--- src/rtl/pokey_pkg.sv ---
// Shared constants for the POKEY-style up counters: default width and an
// all-ones mask helper so every counter derives its wrap value the same way.
package pokey_pkg;

    localparam int UPCNT_WIDTH = 8;

    // All-ones mask of w bits, right-aligned in a 64-bit word.
    function automatic logic [63:0] all_ones(input int w);
        if (w >= 64) begin
            return '1;
        end
        return (64'd1 << w) - 64'd1;
    endfunction

endpackage

--- src/rtl/pokey_inc_cell.sv ---
// One bit of the ripple up counter: toggles when carry-in is high,
// takes ld_val_i when ld_i is high, and passes carry on while the bit is set.
module pokey_inc_cell (
    input  logic clk,
    input  logic nrst,
    input  logic ld_i,
    input  logic ld_val_i,
    input  logic ci_i,
    output logic co_o,
    output logic q_o
);

    logic bit_q;
    logic bit_d;

    always_comb begin
        bit_d = bit_q;
        if (ld_i) begin
            bit_d = ld_val_i;
        end else if (ci_i) begin
            bit_d = ~bit_q;
        end
    end

    always_ff @(posedge clk) begin
        if (!nrst) begin
            bit_q <= 1'b0;
        end else begin
            bit_q <= bit_d;
        end
    end

    assign co_o = ci_i & bit_q;
    assign q_o  = bit_q;

endmodule

--- src/rtl/pokey_up_counter.sv ---
// POKEY-style chainable up counter that reloads din on wrap instead of zero.
// Define POKEY_UPCNT_STICKY_EN to add the sticky overflow flag (irq_clr/irq_st).
module pokey_up_counter
    import pokey_pkg::*;
#(
    parameter int WIDTH = UPCNT_WIDTH
) (
    input  logic             clk,
    input  logic             nrst,
    input  logic             enp,
    input  logic             load,
    input  logic [WIDTH-1:0] din,
    input  logic             link,
    input  logic             cin,
    output logic [WIDTH-1:0] q,
    output logic             cout,
    output logic             ovf
`ifdef POKEY_UPCNT_STICKY_EN
    ,
    input  logic             irq_clr,
    output logic             irq_st
`endif
);

    localparam logic [WIDTH-1:0] ALL_ONES = WIDTH'(all_ones(WIDTH));

    logic             advance;
    logic             at_top;
    logic             wrap_hit;
    logic             cell_ld;
    logic [WIDTH:0]   chain;
    logic             ovf_q;
    logic             ovf_d;

    assign advance  = enp & (link ? cin : 1'b1);
    assign at_top   = (q == ALL_ONES);
    assign wrap_hit = advance & at_top;
    // A wrap reloads din through the same path as an explicit load.
    assign cell_ld  = load | wrap_hit;
    assign chain[0] = advance;

    for (genvar i = 0; i < WIDTH; i++) begin : g_cell
        pokey_inc_cell u_cell (
            .clk      (clk),
            .nrst     (nrst),
            .ld_i     (cell_ld),
            .ld_val_i (din[i]),
            .ci_i     (chain[i]),
            .co_o     (chain[i+1]),
            .q_o      (q[i])
        );
    end

    assign cout  = chain[WIDTH];
    assign ovf_d = wrap_hit & ~load;

    always_ff @(posedge clk) begin
        if (!nrst) begin
            ovf_q <= 1'b0;
        end else begin
            ovf_q <= ovf_d;
        end
    end

    assign ovf = ovf_q;

`ifdef POKEY_UPCNT_STICKY_EN
    logic irq_st_q;
    logic irq_st_d;

    // Set wins over a simultaneous clear so no wrap is ever lost.
    always_comb begin
        irq_st_d = irq_st_q;
        if (ovf_d) begin
            irq_st_d = 1'b1;
        end else if (irq_clr) begin
            irq_st_d = 1'b0;
        end
    end

    always_ff @(posedge clk) begin
        if (!nrst) begin
            irq_st_q <= 1'b0;
        end else begin
            irq_st_q <= irq_st_d;
        end
    end

    assign irq_st = irq_st_q;
`endif

endmodule

--- config.mk ---
export PLATFORM = sky130hd
export DESIGN_NAME = pokey_up_counter
export DESIGN_NICKNAME = d
export VERILOG_FILES = /design/src/rtl/pokey_pkg.sv /design/src/rtl/pokey_inc_cell.sv /design/src/rtl/pokey_up_counter.sv
export SDC_FILE = /design/constraint.sdc
export NUM_CORES = 1
export LEC_CHECK = 0
export ABC_AREA = 0
export CAP_MARGIN = 20
export CORE_AREA = 2 2 39 41
export CTS_BUF_LIST = sky130_fd_sc_hd__clkbuf_8
export DETAILED_ROUTE_END_ITERATION = 6
export DIE_AREA = 0 0 41 43
export PLACE_DENSITY = 0.83
export SLEW_MARGIN = 20
export SYNTH_ARGS = -nofsm -noshare
export SYNTH_HDL_FRONTEND = slang
export SYNTH_HIERARCHICAL = 1
export SYNTH_SLANG_ARGS = --single-unit
--- constraint.sdc ---
create_clock -name clk -period 8 [get_ports clk]
set_input_delay 2.4 -clock clk [delete_from_list [all_inputs] [get_ports clk]]
set_output_delay 2.4 -clock clk [all_outputs]
set_load 0.02 [all_outputs]
==> impl_metrics.csv <==
group,metric,value,unit
cells_and_area,final_common_cell,"clkdlybuf4s50_1",
power_and_ir_drop,power_density,160,nW/um^2
timing,fin_tns_setup,0,ns
drt,first_pass_iters,4,
global_route,grtUsageMet2,25.6,%
drt,wirelength,1100,um
cells_and_area,layout_common_cells,"clkdlybuf4s50_1, dfxtp_1",
clocking,cts_buffers,3,
clocking,cts_buffer_depth,2,
clocking,root_buffer,"clkbuf_8",
drt,drt-initial-drc-count,3,
synth,syn_inst,48,
place,portBuffers,23,
worst_setup_path,cp_num_buf_inv,2,
synth,syn_nets,62,
place,gp_congestion,0.725,
global_route,grt_pass1_wl,1670,um
synth,synth_top_area_share,35.6,%
worst_setup_path,required,5.60,ns
timing,timing.final.crit_period,7.78,ns
timing,tightest_slew,0.334,ns
timing,rsz0062_at_grt,"false",
floorplanning,start_util,36.5,%
worst_setup_path,critical-path-max-stage-delay,0.53,ns
cells_and_area,drive_gt1_share,20.0,%
power_and_ir_drop,p_leak,0.407,nW
floorplanning,die_area,1760,um^2
cells_and_area,nets,90,
place,hpwl,797,um
synth,ys_types,11,
timing,hold_violations,0,
clocking,cts.sinks,9,
worst_setup_path,path_cells,"clkdlybuf4s50_1 -> nor2b_4 -> and2b_2 -> and2_2 -> and2_2 -> and2_2 -> and2_2 -> and2_2 -> and2_2 -> and2_2 -> and2_2 -> clkdlybuf4s50_1",
synth,ys_seq_area_share,35.6,%
worst_setup_path,cp-end-kind,"primary output",
global_route,top_usage_layer,"met2",
worst_setup_path,crit_top_cell,"and2_2",
worst_setup_path,cpMaxStageDelayCell,"clkdlybuf4s50_1",
clocking,cts_resized,0,
drt,vias_per_cell,4.81,
floorplanning,ioPinCount,24,
drt,final_antenna_net_count,0,
drt,dr_total_vias,438,
global_route,grt_max_degree,17,
floorplanning,coreArea,1380,um^2
floorplanning,die_x,41,um
hold_path,min_path_type,"flop to flop",
timing,finalMaxSlewViolations,0,
synth,ys_seq_elements,9,
clocking,clk_pin_slew,0.05,ns
timing,setup_viol,0,
floorplanning,rows,14,
worst_setup_path,critPathTopFamily,"simple AND/OR/NAND/NOR gates",
drt,drc,0,
worst_setup_path,start_kind,"primary input",
global_route,antenna_found_initial,0,
timing,fmax,0.129,GHz
global_route,use_met1,13.5,%
worst_setup_path,crit_arrival,5.38,ns
cells_and_area,multi_input_comb_area,325,um^2
worst_setup_path,path_class,"primary input to primary output",
worst_setup_path,crit_fanout,2,
job,max_cap_violations,0,
clocking,cts_tree,"yes",
clocking,hold_buffers,0,
cells_and_area,diodes,0,
drt,wl_per_cell,12.1,um
clocking,postCtsSetupRepairBufs,0,
timing,period_share,97.2,%
clocking,clock_latency,0.23,ns
synth,ys_warn_count,6,
synth,post_synth.cell_area_avg,10.5,um^2
cells_and_area,seqCellArea,180,um^2
timing,relSlewSlack,77.6,%
synth,syn_area,505,um^2
synth,synth_top_cell_by_area,"dfxtp_1",
outcome,outcome,"finished, final reports clean",
clocking,htreeDepth,1,
cells_and_area,nFillCells,125,
floorplanning,die_y,43,um
global_route,gr-usage-met3,1.57,%
global_route,grt_overflow,0,
global_route,grt_pass1_vias,445,
power_and_ir_drop,design_power_total,0.000128,W
timing,skew,0.00279,ns
global_route,grt.total_usage,14.0,%
synth,synth_area_leaders,"dfxtp_1, o211a_1, xor2_1",
power_and_ir_drop,ir_worst_vdd,0.000103,V
cells_and_area,syn_to_final_growth,58.4,%
area by class of cell:
| cell class | count | area share (%) |
|---|---|---|
| Clock buffer | 3 | 5.16 |
| Clock inverter | 1 | 0.469 |
| Multi-Input combinational cell | 39 | 40.6 |
| Sequential cell | 9 | 22.5 |
| Tap cell | 16 | 2.50 |
| Timing Repair Buffer | 23 | 28.8 |
state kept, by name, summed over array words and instances, names as in the netlist:
| register | flops |
|---|---|
| g_cell.u_cell/q_o | 8 |
| ovf | 1 |
worst reg2reg max path, stage by stage (launching register included):
cell     delay [ns]
dfxtp_1        0.33
and2_2         0.19
and2_2         0.20
and2_2         0.20
and2_2         0.20
and2_2         0.20
and2_2         0.20
and2_2         0.20
xor2_1         0.14
o211a_1        0.20
power breakdown:
group | total [W] | leakage (nW) | internal (W) | switching (W)
combinational | 0.0000261 | 0.306 | 0.0000159 | 0.0000101
sequential | 0.0000513 | 0.0746 | 0.0000481 | 0.00000327
clock | 0.0000506 | 0.0269 | 0.0000334 | 0.0000172
through the flow:
stage / util [%] / cell area (um^2) / std cells / setup WS [ns] / hold slack [ns]
after floorplan: - / 505 / 48 / 1.28 / 0.703
after global placement: 54.6 / 756 / 87 / 0.277 / 0.634
after detailed placement: 54.6 / 756 / 87 / 0.226 / 0.635
after CTS: 57.9 / 801 / 91 / 0.207 / 0.655
after global routing: 57.9 / 801 / 91 / 0.133 / 0.685
final: 57.9 / 801 / 91 / 0.223 / 0.655
Yosys cell counts, drive strengths merged:
library cell,number
o211a,8
nor2b,1
nand2b,8
or2,1
and2,8
dfxtp,9
nor4b,1
nand4,2
xor2,8
and2b,1
and3b,1
worst paths after layout:
kind	startpoint	end	slack [ns]	cells after the start
worst min register to register	g_cell[0].u_cell/q_o$_SDFFE_PN0P_	g_cell[0].u_cell/q_o$_SDFFE_PN0P_	0.66	2
worst max register to register	g_cell[0].u_cell/q_o$_SDFFE_PN0P_	g_cell[7].u_cell/q_o$_SDFFE_PN0P_	5.84	9
worst max-delay path	link	cout	0.22	12
worst min-delay path	g_cell[0].u_cell/q_o$_SDFFE_PN0P_	g_cell[0].u_cell/q_o$_SDFFE_PN0P_	0.66	2
logic make-up (layout without fill, tap and decap cells):
group | count (synthesis) | count (layout) | synth area share [%]
AND/OR/NAND/NOR | 23 | 23 | 34.7
buffers and inverters | 0 | 27 | 0
XOR/XNOR | 8 | 8 | 13.9
flip-flops | 9 | 9 | 35.6
AO/OA/AOI/OAI | 8 | 8 | 15.8
metal layers:
metal / wire [um] / up-vias
met5: 0 / -
met4: 11 / 0
met3: 71 / 2
met2: 571 / 15
met1: 444 / 199
li1: - / 222
Note: power is estimated with default switching activity, not from simulation.
